[src/rtl/prog_loader.sv]
// prog_loader: boot-time program loader for the 16-bit RISC processor.
//
// Receives a host byte stream over a valid/ready handshake, assembles 16-bit words and writes
// them into the shared memory, holding the CPU in reset until a checksum-verified frame has
// been fully loaded.
//
// Frame (multi-byte fields high byte first):
//   count[15:0] | N x word[15:0] | checksum byte (XOR of every preceding frame byte)
//
// Ports:
//   clk        in   system clock, rising edge
//   reset_n    in   asynchronous active-low reset
//   start      in   begin a load (sampled only in IDLE, DONE, ERROR)
//   rx_data    in   host byte
//   rx_valid   in   rx_data is valid
//   rx_ready   out  loader can accept a byte
//   mem_adr    out  write address, BASE_ADR + idx (mod 2^16)
//   mem_wdata  out  assembled word
//   mem_we     out  memory write enable, one cycle per word
//   cpu_hold   out  holds the CPU in reset and gives the loader the memory port
//   busy       out  load in progress
//   done       out  last load succeeded
//   err        out  last load failed
//   status     out  LED pattern {cpu_hold, err, done, 1'b0, state[3:0]}
//
// All outputs are Moore outputs decoded straight from the state and datapath registers.

module prog_loader #(
  parameter logic [15:0] BASE_ADR  = 16'h0000,
  parameter int unsigned MAX_WORDS = 256
) (
  input  logic        clk,
  input  logic        reset_n,
  input  logic        start,
  input  logic [7:0]  rx_data,
  input  logic        rx_valid,
  output logic        rx_ready,
  output logic [15:0] mem_adr,
  output logic [15:0] mem_wdata,
  output logic        mem_we,
  output logic        cpu_hold,
  output logic        busy,
  output logic        done,
  output logic        err,
  output logic [7:0]  status
);

  // Encodings are visible on the status LEDs, so they are fixed explicitly.
  typedef enum logic [3:0] {
    StIdle  = 4'd0,
    StCntHi = 4'd1,
    StCntLo = 4'd2,
    StDatHi = 4'd3,
    StDatLo = 4'd4,
    StWrite = 4'd5,
    StChk   = 4'd6,
    StDone  = 4'd7,
    StError = 4'd8
  } state_e;

  // One bit wider than the count so a limit of 65536 still compares correctly.
  localparam logic [16:0] MaxWords = 17'(MAX_WORDS);

  state_e      state_q;
  logic [15:0] count_q;
  logic [15:0] idx_q;
  logic [15:0] word_q;
  logic [7:0]  chk_q;

  logic        rx_fire;
  logic [15:0] count_full;
  logic        last_word;

  assign rx_fire    = rx_valid & rx_ready;
  // Complete count as it will be once the low byte in CNT_LO is taken.
  assign count_full = {count_q[15:8], rx_data};
  // count is at least 1 whenever WRITE is reached, so count-1 cannot wrap.
  assign last_word  = (idx_q == (count_q - 16'd1));

  always_ff @(posedge clk or negedge reset_n) begin
    if (!reset_n) begin
      state_q <= StIdle;
      count_q <= '0;
      idx_q   <= '0;
      word_q  <= '0;
      chk_q   <= '0;
    end else begin
      unique case (state_q)
        StIdle, StDone, StError: begin
          if (start) begin
            state_q <= StCntHi;
            count_q <= '0;
            idx_q   <= '0;
            chk_q   <= '0;
          end
        end

        StCntHi: begin
          if (rx_fire) begin
            count_q[15:8] <= rx_data;
            chk_q         <= chk_q ^ rx_data;
            state_q       <= StCntLo;
          end
        end

        StCntLo: begin
          if (rx_fire) begin
            count_q[7:0] <= rx_data;
            chk_q        <= chk_q ^ rx_data;
            if ({1'b0, count_full} > MaxWords) begin
              state_q <= StError;
            end else if (count_full == 16'd0) begin
              state_q <= StChk;
            end else begin
              state_q <= StDatHi;
            end
          end
        end

        StDatHi: begin
          if (rx_fire) begin
            word_q[15:8] <= rx_data;
            chk_q        <= chk_q ^ rx_data;
            state_q      <= StDatLo;
          end
        end

        StDatLo: begin
          if (rx_fire) begin
            word_q[7:0] <= rx_data;
            chk_q       <= chk_q ^ rx_data;
            state_q     <= StWrite;
          end
        end

        // Single write cycle; rx_ready is low here so the host stalls for it.
        StWrite: begin
          idx_q   <= idx_q + 16'd1;
          state_q <= last_word ? StChk : StDatHi;
        end

        StChk: begin
          if (rx_fire) begin
            state_q <= (rx_data == chk_q) ? StDone : StError;
          end
        end

        default: state_q <= StIdle;
      endcase
    end
  end

  // Moore output decode.
  always_comb begin
    rx_ready  = 1'b0;
    mem_we    = 1'b0;
    busy      = 1'b0;
    done      = 1'b0;
    err       = 1'b0;
    cpu_hold  = 1'b1;
    mem_adr   = BASE_ADR + idx_q;
    mem_wdata = word_q;

    unique case (state_q)
      StCntHi, StCntLo, StDatHi, StDatLo, StChk: begin
        rx_ready = 1'b1;
        busy     = 1'b1;
      end
      StWrite: begin
        mem_we = 1'b1;
        busy   = 1'b1;
      end
      StDone: begin
        done     = 1'b1;
        cpu_hold = 1'b0;
      end
      StError: begin
        err = 1'b1;
      end
      default: ;
    endcase

    status = {cpu_hold, err, done, 1'b0, state_q};
  end

endmodule

[config.mk]
export PLATFORM = sky130hd
export DESIGN_NAME = prog_loader
export DESIGN_NICKNAME = d
export VERILOG_FILES = /design/src/rtl/prog_loader.sv
export SDC_FILE = /design/constraint.sdc
export NUM_CORES = 1
export LEC_CHECK = 0
export ABC_AREA = 1
export BUFFER_PORTS_ARGS = -buffer_cell sky130_fd_sc_hd__buf_2
export CAP_MARGIN = 30
export CELL_PAD_IN_SITES_DETAIL_PLACEMENT = 0
export CELL_PAD_IN_SITES_GLOBAL_PLACEMENT = 1
export CORE_MARGIN = 5
export CORE_UTILIZATION = 42
export DETAILED_ROUTE_END_ITERATION = 10
export GPL_TIMING_DRIVEN = 0
export MAX_ROUTING_LAYER = met4
export PLACE_DENSITY = 0.89
export SLEW_MARGIN = 20
export SYNTH_ARGS = -nofsm -noshare
export SYNTH_HDL_FRONTEND = slang
export SYNTH_SLANG_ARGS = --single-unit
[constraint.sdc]
create_clock -name clk -period 2.1 [get_ports clk]
set_input_delay 0.315 -clock clk [delete_from_list [all_inputs] [get_ports clk]]
set_output_delay 0.315 -clock clk [all_outputs]
set_load 0.02 [all_outputs]
# Word-level counts from Yosys, hierarchy flattened
# Index checks and enable logic that the tools add are counted.
[op_classes]
magnitude_cmp = 1
add_sub_neg = 2
mux = 25
n_eq_ne = 17
reduce_logical = 17
bitwise_logic = 2
[ops]
columns = ["operator", "count"]
rows = [
  ["$pmux W8 S2", 3],
  ["$mux W4", 8],
  ["$pmux W16 S2", 1],
  ["$pmux W4 S7", 1],
  ["$mux W8", 3],
  ["$add A16 B1 Y16 const B", 1],
  ["$eq A16 B16 Y1", 1],
  ["$eq A4 B3 Y1 const B", 4],
  ["$gt A16 B9 Y1 const B", 1],
  ["$logic_not A16 Y1", 1],
  ["$mux W16", 1],
  ["$sub A16 B1 Y16 const B", 1],
  ["$ne A2 B2 Y1 const B", 6],
  ["$reduce_and A3 Y1", 3],
  ["$eq A4 B2 Y1 const B", 2],
  ["$eq A8 B8 Y1", 1],
  ["$reduce_bool A2 Y1", 4],
  ["$xor A8 B8 Y8", 1],
  ["$mux W1", 6],
  ["$mux W3", 2],
  ["$reduce_and A2 Y1", 3],
  ["$reduce_and A6 Y1", 1],
  ["$reduce_or A6 Y1", 1],
  ["$reduce_or A5 Y1", 1],
  ["7 further kinds", 7],
]
[totals]
ff_bits = 60
elab_cells = 71
output_inout_bits = 46

# Longest topological paths before layout
# Gate-level depths: netlist (run 1).
[depth]
ltp_word = 6
depth_mapped = 15

# Worst setup path after synthesis (run 1)
# No wires, ideal clock.
[synth_timing]
kind = "register to output"
startpoint = "register state_q[1]"
endpoint = "output status[6]"
required_ns = 1.785
t_arrival_ns = 1.588
stages_incl_launch_ff = 5
setup_slack_ns = 0.197
path_cell_list = "dfrtp_1 nor2_2 clkinv_2 nor3_1 buf_4"
[synth_via]
elab_chain_len = 2
[synth_rtl]
columns = ["element", "line", "text"]
rows = [
  ["start: declaration", "64", "state_e state_q;"],
  ["start signal: assignment", "82", "state_q <= StIdle;"],
  ["start signal: assignment", "91", "state_q <= StCntHi;"],
  ["start signal: assignment", "102", "state_q <= StCntLo;"],
  ["$eq A4 B4 Y1", "164", "unique case (state_q)"],
  ["$mux W1", "164", ""],
  ["end: declaration", "45", "output logic [7:0] status"],
]
# No other way between the ends.

# Worst setup path in the final report (run 1)
[layout_timing]
startpoint = "register state_q[3]"
endpoint = "output rx_ready"
[layout_via]
elab_chain_len = 3
[layout_rtl]
columns = ["element", "line", "text"]
rows = [
  ["$eq A4 B1 Y1 (tied with other cells)", "164", ""],
  ["$reduce_or A5 Y1 (*)", "164", ""],
  ["$mux W1 (*)", "164", ""],
  ["end: declaration", "37", "output logic rx_ready,"],
]
# Every way passes the cells marked *; elsewhere a longest branch is shown, timed or not.

==> results of run 1 <==
worst paths after layout:
kind,startpoint,end,slack (ns),depth (start not counted)
min in group clk,rx_data[7],count_q[7],0.29,3
max in group asynchronous,reset_n,state_q[1],1.50,1
max reg2reg,state_q[3],chk_q[5],0.21,9
max,state_q[3],rx_ready,0.14,6
min reg2reg,mem_wdata[11],mem_wdata[11],0.49,2
min,reset_n,mem_wdata[6],0.04,1
flip-flops by register name (all words and copies together), names as in the netlist:
register / count
chk_q: 8
count_q: 16
mem_wdata: 16
state_q: 4
idx_q: 16
power groups by stage:
stage	sequential [W]	clock [W]	combinational [W]
5_1_grt	0.00196	0.00114	0.00484
6_report	0.00191	0.00107	0.00421
3_3_place_gp	0.00190	0	0.00398
4_1_cts	0.00190	0.00108	0.00405
3_5_place_dp	0.00191	0	0.00403
2_1_floorplan	0.00205	0	0.00292
cells by family (layout without fill, tap and decap cells):
logic type,Yosys count,count (layout)
compound gates,66,66
xor+xnor,20,20
fa+ha+maj,2,2
buf+inv,74,147
flops,60,60
mux,3,3
other cells,1,1
simple gates,252,252
final cells by class:
class / count / area (µm²)
buffer: 10 / 76.3
clock buffer: 10 / 138
clock inverter: 6 / 63.8
fill: 867 / 4290
inverter: 64 / 253
multi-input combinational: 344 / 1880
sequential: 60 / 1510
tap: 108 / 135
timing repair buffer: 57 / 290
cell usage in the layout (no fill, tap or decap), types with 2 or more instances in the layout:
cell | netlist | routed
mux2i_1 | 3 | 3
a22oi_1 | 2 | 2
o21ai_2 | 9 | 9
nor2_8 | 3 | 3
nor2_2 | 2 | 7
nand3_1 | 49 | 49
nand2_1 | 116 | 114
inv_2 | 5 | 6
a21oi_1 | 6 | 6
buf_6 | 2 | 2
o22ai_1 | 10 | 10
clkinvlp_4 | 0 | 3
nand2_2 | 3 | 5
dfrtp_1 | 60 | 57
nor2_4 | 6 | 7
nand2_4 | 3 | 3
clkbuf_8 | 0 | 10
o21ai_0 | 22 | 21
nand3b_1 | 4 | 4
nand4_1 | 3 | 3
xor2_1 | 14 | 14
inv_1 | 54 | 53
nor2_1 | 52 | 46
buf_2 | 1 | 56
clkinv_2 | 1 | 3
buf_4 | 6 | 8
nor3_1 | 5 | 5
o21ai_1 | 10 | 11
xnor2_1 | 6 | 6
inv_4 | 3 | 3
dfrtp_2 | 0 | 3
nor4_1 | 2 | 2
o221ai_1 | 2 | 2
worst max-delay path, delay by kind of cell, from the launching register on:
kind	cells	cell delay, ns
flops	1	0.56
simple gates	3	0.22
compound gates	1	0.22
buf+inv	2	0.30
repair_timing:
action,in CTS,in global routing
resized for setup,0,16
setup buffers,0,1
endpoints found under the setup margin,0,8
layer usage:
| metal | global-route usage (%) | wire length, µm |
|---|---|---|
| met1 | 25.3 | 4460 |
| met3 | 3.61 | 395 |
| met5 | - | 0 |
| met4 | 7.40 | 191 |
| met2 | 28.8 | 4420 |
stage by stage:
stage / hold slack (ns) / std cells / total power [W] / setup WS (ns)
3_3_place_gp: 0.461 / 642 / 0.00588 / 0.105
3_5_place_dp: 0.450 / 642 / 0.00595 / 0.108
2_1_floorplan: 0.0194 / 478 / 0.00497 / 0.197
5_1_grt: 0.103 / 659 / 0.00794 / 0.000887
4_1_cts: 0.0670 / 658 / 0.00703 / 0.0862
6_report: 0.0445 / 659 / 0.00719 / 0.139
==> flow_summary.yaml, run 1 <==
yosys:
  yosysMostFrequentCell: "nand2_1"
  yosysSeqAreaShare_pct: 40.8
  synth_area_leader_cell: "dfrtp_1"
  synth-xor-area-share_pct: 4.76
  synth_top_family_by_area: "simple AND/OR/NAND/NOR gates"
  synthDistinctLibCells: 43
  synthArstFlopShare_pct: 100
  synthSimpleGateAreaFrac_pct: 32.8
  synth_nets: 492
  synth.mux.area_fraction_pct: 0.816
  ys_top_cells_by_count: "nand2_1, dfrtp_1, inv_1, nor2_1, nand3_1"
  synth_compound_area_share_pct: 11.2
  yosys.area.top_type_share_pct: 40.8
  syn_inst: 478
  ys_ff_latch: 60
  postSynthAreaPerCell_um2: 7.70
  synth_flop_cell: "dfrtp_1"
  synth_area_um2: 3680
  netlist_top_cells_area: "dfrtp_1, nand2_1, nand3_1, inv_1, nor2_1"
  synth-edff-count: 0
  synth_warnings: 0
  synth-adder-area-share_pct: 0.680
clock_network:
  clock_path_buffers: 2
  path_clk_slew_ns: 0.07
  cts_num_sinks: 60
  clockRootBuffer: "clkbuf_8"
  worstSkewPairLatency_ns: 0.34
  cts_tree: "built"
  cts_hold_buf: 0
  cts_buffers: 9
  cts_max_level: 3
worst_setup_path:
  cpMostUsedCell: "nor2_4"
  cpMaxStageDelayCell: "dfrtp_1"
  cp.required_ns: 1.78
  max_stage_delay_ns: 0.56
  startpoint_type: "flop"
  path_max_fanout: 6
  criticalPathCategory: "reg -> out"
  cp-end-kind: "output pin"
  worstPathCellList: "nor2_4, inv_4, nor2_4, a21oi_2, nand2_4, buf_2"
  worstPathArrival_ns: 1.65
sta:
  finalCritPeriodShare_pct: 93.4
  fin_skew_ns: 0.00843
  hold_viol_final: 0
  tightestPinTransition_ns: 0.772
  setup_violations: 0
  clock.fmax_mhz: 510
  finalSetupTns_ns: 0
  finalMaxSlewViolations: 0
  period_needed_ns: 1.96
  slew_headroom_pct: 48.5
  rsz0062_at_grt: "no"
place:
  numPortBuffers: 56
  placed_area_um2: 4100
  post-dp-hpwl_um: 7290
  place_congestion: 0.854
power_and_ir_drop:
  power_switching_w: 0.00361
  p_per_area_nw_per_um2: 1660
  irDropWorstVdd_uv: 896
  seq_power_share_pct: 26.5
  netSwitchingFraction_pct: 50.2
  combPwrFrac_pct: 58.6
  p_leak_nw: 2.31
  p_clk_share_pct: 14.9
  internal-power_w: 0.00358
cells_and_area:
  nets: 560
  num_antenna_cells: 0
  drive_above_1_share_pct: 24.7
  area_growth_pct: 18.0
  post-route-util_pct: 50.3
  final_area_um2: 4340
grt:
  grt_max_degree: 61
  antenna_found_initial: 0
  overflow: 0
  gr-usage-all-layers_pct: 19.0
  grt_pass1_wl_um: 16400
  grt_pass1_vias: 3313
status:
  outcome: "finished, final reports clean"
detailed_routing:
  drt-initial-drc-count: 227
  vias: 3327
  via_per_inst: 5.05
  routed_wl_um: 9470
  antenna_left: 0
  wl_per_cell_um: 14.4
  first_pass_iters: 5
  drc: 0
die:
  start_util_pct: 42.6
  die_width_um: 104
  die_h_um: 104
  die_area_um2: 10700
  core-area_um2: 8640
  pin_count: 58
  row_count: 34
flow_run:
  drv_cap: 0
hold_path:
  hold_class: "in -> async"
No activity file was read; power rests on OpenSTA's default activity.
==> run 2, diff against run 1 <==
--- a/config.mk
+++ b/config.mk
@@ -7,15 +7,14 @@
 export LEC_CHECK = 0
 export ABC_AREA = 1
 export BUFFER_PORTS_ARGS = -buffer_cell sky130_fd_sc_hd__buf_2
-export CAP_MARGIN = 30
 export CELL_PAD_IN_SITES_DETAIL_PLACEMENT = 0
 export CELL_PAD_IN_SITES_GLOBAL_PLACEMENT = 1
 export CORE_MARGIN = 5
-export CORE_UTILIZATION = 42
+export CORE_UTILIZATION = 45
 export DETAILED_ROUTE_END_ITERATION = 10
 export GPL_TIMING_DRIVEN = 0
 export MAX_ROUTING_LAYER = met4
-export PLACE_DENSITY = 0.89
+export PLACE_DENSITY = 0.93
 export SLEW_MARGIN = 20
 export SYNTH_ARGS = -nofsm -noshare
 export SYNTH_HDL_FRONTEND = slang
==> constraint.sdc (replaced) <==
create_clock -name clk -period 2.4 [get_ports clk]
set_input_delay 0.36 -clock clk [delete_from_list [all_inputs] [get_ports clk]]
set_output_delay 0.36 -clock clk [all_outputs]
set_load 0.02 [all_outputs]
==> run 2 against run 1 <==
Effect of this change: clock power fell by 7%; global-route usage rose by 1.3 points; die area fell by 6.0%; final cell count fell by 0.76%; largest power group unchanged.
==> flow_summary.yaml, run 2 (synthesized netlist as in run 1, its figures left out) <==
grt:
  grt_pass1_wl_um: 15800
  gr-usage-all-layers_pct: 20.3
  overflow: 0
  grt_pass1_vias: 3217
  antenna_found_initial: 0
  grt_max_degree: 61
worst_setup_path:
  criticalPathCategory: "reg -> reg"
  worstPathArrival_ns: 2.26
  startpoint_type: "flop"
  cp.required_ns: 2.64
  path_max_fanout: 6
  cp-end-kind: "flop"
flow_run:
  drv_cap: 0
sta:
  finalCritPeriodShare_pct: 84.5
  period_needed_ns: 2.03
  finalMaxSlewViolations: 0
  setup_violations: 0
  finalSetupTns_ns: 0
  rsz0062_at_grt: "no"
  tightestPinTransition_ns: 0.758
  fin_skew_ns: 0.00353
  clock.fmax_mhz: 493
  hold_viol_final: 0
  setup_ws_ns: 0.373
  slew_headroom_pct: 49.4
power_and_ir_drop:
  p_leak_nw: 2.31
  p_per_area_nw_per_um2: 1430
  irDropWorstVdd_uv: 786
die:
  die_width_um: 100
  die_area_um2: 10100
  start_util_pct: 45.5
  pin_count: 58
  die_h_um: 100
  core-area_um2: 8090
  row_count: 33
detailed_routing:
  drt-initial-drc-count: 189
  wl_per_cell_um: 14.3
  routed_wl_um: 9370
  via_per_inst: 5.05
  drc: 0
  antenna_left: 0
  first_pass_iters: 4
  vias: 3301
cells_and_area:
  fill_cells: 802
  instances_no_fill: 654
  post-route-util_pct: 53.2
  final_common_cell: "nand2_1"
  drive_above_1_share_pct: 21.9
  nets: 559
  final_cell_mix: "nand2_1, dfrtp_1, buf_2"
  area_growth_pct: 17.1
  num_antenna_cells: 0
place:
  place_congestion: 0.889
  post-dp-hpwl_um: 7200
  dp_cells: 639
  dp_slack_ns: 0.382
  numPortBuffers: 56
clock_network:
  postCtsSetupRepairBufs: 0
  cts_buffers: 9
  post_cts_resized: 0
  clockRootBuffer: "clkbuf_8"
  cts_num_sinks: 60
  path_clk_slew_ns: 0.07
  worstSkewPairLatency_ns: 0.34
  cts_max_level: 3
  clock_path_buffers: 2
  cts_tree: "built"
  cts_hold_buf: 0
hold_path:
  hold_class: "in -> async"
status:
  outcome: "finished, final reports clean"
==> run 2: changes by cell type in the layout (fill, tap and decap cells not counted), moves of 2 or more <==
cell / before / now
nor2_1: 46 / 52
nor2_2: 7 / 2
dfrtp_1: 57 / 60
dfrtp_2: 3 / 0
clkinvlp_4: 3 / 1
nand2_1: 114 / 116
nand2_2: 5 / 3
==> run 2: per-layer routing <==
layer	GRT usage (%)	vias to the layer above	part of all wire (%)
met5	-	-	0
met1	26.5	1541	46
met4	6.84	0	1.2
li1	-	1684	-
met3	2.92	9	4.0
met2	32.5	67	49
==> run 2: through the flow <==
stage,power (W),hold WS [ns],cell area (µm²)
2_1_floorplan,0.00435,0.0644,3680
3_3_place_gp,0.00514,0.460,4090
3_5_place_dp,0.00519,0.467,4090
4_1_cts,0.00622,0.118,4310
5_1_grt,0.00680,0.148,4310
6_report,0.00618,0.0900,4310
==> run 2: path summary, 6_finish.rpt <==
kind | startpoint | endpoint | slack [ns] | depth (start not counted)
max | count_q[0] | state_q[0] | 0.37 | 13
min | reset_n | mem_wdata[6] | 0.09 | 1
max reg2reg | count_q[0] | state_q[0] | 0.37 | 13
min reg2reg | mem_wdata[0] | mem_wdata[0] | 0.48 | 2
max in group asynchronous | reset_n | idx_q[8] | 1.82 | 1
min in group clk | rx_data[7] | count_q[7] | 0.32 | 3
==> run 2: area by class of cell <==
type	instances	area, µm²	share of cell area [%]
multi-input cells	344	1850	43.0
flip-flops and latches	60	1500	34.9
repair buffers	56	283	6.56
inverters	64	249	5.78
well taps	105	131	3.05
clock buffers	9	124	2.88
clock inverters	6	90.1	2.09
plain buffers	10	76.3	1.77
==> run 2: where the power goes <==
part / internal [W] / switching [W]
clock: 0.000580 / 0.000418
sequential: 0.00133 / 0.000334
combinational: 0.00122 / 0.00230
==> run 2: critical path, stage by stage, from the launching register on <==
cell and delay [ns]:
dfrtp_1 0.40, inv_1 0.12, ha_1 0.22, nand2_1 0.16
nor2_1 0.24, nand2_1 0.10, nand3_1 0.10, nand2_1 0.05
nor2_1 0.10, nand3_1 0.10, o21bai_1 0.15, nand2_1 0.07
nand2_1 0.06, nand2_1 0.04
==> run 3, diff against run 2 <==
--- a/config.mk
+++ b/config.mk
@@ -5,16 +5,16 @@
 export SDC_FILE = /design/constraint.sdc
 export NUM_CORES = 1
 export LEC_CHECK = 0
-export ABC_AREA = 1
+export ABC_AREA = 0
 export BUFFER_PORTS_ARGS = -buffer_cell sky130_fd_sc_hd__buf_2
 export CELL_PAD_IN_SITES_DETAIL_PLACEMENT = 0
 export CELL_PAD_IN_SITES_GLOBAL_PLACEMENT = 1
 export CORE_MARGIN = 5
-export CORE_UTILIZATION = 45
+export CORE_UTILIZATION = 43
 export DETAILED_ROUTE_END_ITERATION = 10
 export GPL_TIMING_DRIVEN = 0
 export MAX_ROUTING_LAYER = met4
-export PLACE_DENSITY = 0.93
+export PLACE_DENSITY = 0.88
 export SLEW_MARGIN = 20
 export SYNTH_ARGS = -nofsm -noshare
 export SYNTH_HDL_FRONTEND = slang
==> constraint.sdc (replaced) <==
create_clock -name clk -period 2.1 [get_ports clk]
set_input_delay 0.315 -clock clk [delete_from_list [all_inputs] [get_ports clk]]
set_output_delay 0.315 -clock clk [all_outputs]
set_load 0.02 [all_outputs]
==> run 3 against run 2 <==
Effect of this change: the flow now finishes with violations (setup timing); die area down 1.8%; clock power up 32%; sequential share of layout area down 0.99 points.
==> flow_summary.yaml, run 3 <==
clock_network:
  clockRootBuffer: "clkbuf_8"
  cts_num_sinks: 60
  path_clk_slew_ns: 0.07
  cts_tree: "built"
  cts_buffers: 9
  clock_path_buffers: 2
  worstSkewPairLatency_ns: 0.35
  cts_hold_buf: 0
  cts_max_level: 3
sta:
  setup_ws_ns: -0.556
  fin_skew_ns: 0.0104
  period_needed_ns: 2.66
  rsz0062_at_grt: "yes"
  finalSetupTns_ns: -1.21
  finalMaxSlewViolations: 0
  tightestPinTransition_ns: 0.745
  hold_viol_final: 0
  clock.fmax_mhz: 377
  finalCritPeriodShare_pct: 126
  slew_headroom_pct: 50.3
  setup_violations: 4
grt:
  grt_pass1_vias: 3056
  overflow: 0
  grt_pass1_wl_um: 14800
  antenna_found_initial: 0
  gr-usage-all-layers_pct: 19.5
  grt_max_degree: 61
die:
  die_area_um2: 9910
  die_h_um: 99.5
  row_count: 32
  core-area_um2: 7770
  die_width_um: 99.5
  start_util_pct: 44.4
  pin_count: 58
power_and_ir_drop:
  p_per_area_nw_per_um2: 1650
  p_leak_nw: 2.05
  irDropWorstVdd_uv: 1010
place:
  numPortBuffers: 48
  place_congestion: 0.822
  post-dp-hpwl_um: 6310
yosys:
  yosys.area.top_type_share_pct: 43.6
  synth_warnings: 0
  ys_ff_latch: 60
  netlist_top_cells_area: "dfrtp_1, o21ai_0, nand2_1, mux2_2, xnor2_1"
  synthDistinctLibCells: 51
  ys_top_cells_by_count: "dfrtp_1, nand2_1, o21ai_0, nor2_1, xnor2_1"
  synth_nets: 394
  synth_area_um2: 3450
  yosysMostFrequentCell: "dfrtp_1"
  syn_inst: 380
  postSynthAreaPerCell_um2: 9.07
  synth-edff-count: 0
  yosysSeqAreaShare_pct: 43.6
  synth_flop_cell: "dfrtp_1"
  synthArstFlopShare_pct: 100
  synth_area_leader_cell: "dfrtp_1"
detailed_routing:
  routed_wl_um: 9320
  wl_per_cell_um: 16.5
  antenna_left: 0
  first_pass_iters: 5
  drt-initial-drc-count: 158
  drc: 0
  vias: 3184
  via_per_inst: 5.63
cells_and_area:
  drive_above_1_share_pct: 31.5
  final_cell_mix: "dfrtp_1, nand2_1, buf_2"
  fill_cells: 699
  post-route-util_pct: 57.1
  nets: 473
  final_common_cell: "dfrtp_1"
  area_growth_pct: 28.7
  num_antenna_cells: 0
  layout.area.seq_um2: 1500
  multi_input_area_um2: 1990
worst_setup_path:
  r2r-start: "count_q[5]"
  cpMostUsedCell: "a311oi_2"
  cp.required_ns: 2.33
  cp-startpoint: "count_q[5]"
  worstPathCellList: "or4_4, o41a_1, a21o_1, a311oi_2, a311oi_2, a41o_1, a222oi_1"
  startpoint_type: "flop"
  criticalPathCategory: "reg -> reg"
  worstPathArrival_ns: 2.89
  cpMaxStageDelayCell: "or4_4"
  path_max_fanout: 3
  cp-end-kind: "flop"
  max_stage_delay_ns: 0.52
hold_path:
  hold_class: "in -> async"
status:
  outcome: "complete, but fails checks"
  violations: "setup timing"
flow_run:
  drv_cap: 0
-- run 3: cell count changes after synthesis, sizes merged, moves of 9 or more --
cell / change
and3: +9
clkbuf: +16
inv: -55
mux2: +17
nand2: -71
nand3: -32
nor2: -39
o22ai: -10
xnor2: +15
-- run 3: metal layers --
| layer | GRT usage (%) | part of all wire, % | vias to the layer above |
|---|---|---|---|
| li1 | - | - | 1532 |
| met1 | 23.3 | 43 | 1527 |
| met4 | 7.56 | 2.3 | 0 |
| met3 | 5.75 | 5.9 | 18 |
| met5 | - | 0 | - |
| met2 | 31.0 | 49 | 107 |
-- run 3: kinds of logic after synthesis --
group,after synthesis,share of synthesized area (%)
buf+inv,35,4.50
other cells,1,0.109
flops,60,43.6
simple gates,151,21.6
fa+ha+maj,2,0.726
compound gates,77,14.3
mux,23,7.30
xor+xnor,31,7.88
-- run 3: final timing paths --
| path | end | slack, ns | depth (start not counted) |
|---|---|---|---|
| worst max-delay path | state_q[0] | -0.56 | 7 |
| worst min-delay path | idx_q[1] | 0.03 | 1 |
| worst max register to register | state_q[0] | -0.56 | 7 |
| worst min register to register | mem_wdata[3] | 0.51 | 1 |
| max in group asynchronous | count_q[5] | 1.54 | 1 |
| min in group clk | chk_q[2] | 0.36 | 3 |
-- run 3: cell type report --
cell class	instances	share of cell area, %
Multi-Input combinational cell	285	44.8
Sequential cell	60	33.9
Timing Repair Buffer	69	9.02
Clock buffer	10	3.10
Tap cell	102	2.88
Buffer	24	2.82
Clock inverter	6	2.51
Inverter	10	1.04
-- run 3: report_power, final --
group	leakage (nW)	switching [W]	total, W	internal (W)
clock	0.122	0.000500	0.00132	0.000820
combinational	1.15	0.00230	0.00413	0.00183
sequential	0.783	0.000330	0.00187	0.00154
-- run 3: through the flow --
| step | cell area [µm²] | cells | hold slack (ns) | power (W) | setup WS, ns |
|---|---|---|---|---|---|
| after floorplan | 3480 | 380 | 0.0194 | 0.00435 | -0.380 |
| after global placement | 3840 | 530 | 0.485 | 0.00510 | -0.654 |
| after detailed placement | 3850 | 530 | 0.433 | 0.00520 | -0.687 |
| after CTS | 4280 | 554 | 0.0460 | 0.00692 | -0.563 |
| after global routing | 4440 | 566 | 0.0869 | 0.00779 | -0.664 |
| final | 4440 | 566 | 0.0320 | 0.00733 | -0.556 |
-- run 3: repair_timing --
item                       4_1_cts  5_1_grt
setup endpoints to repair       50       38
buffers inserted                 9       12
pin swaps                        9        8
hold endpoints to repair         0        0
gates resized for setup         30       19
-- run 3: critical path: cells and delay by family (launching register included) --
kind / cells / cell delay (ns)
simple gates: 1 / 0.52
compound gates: 6 / 1.61
flops: 1 / 0.41
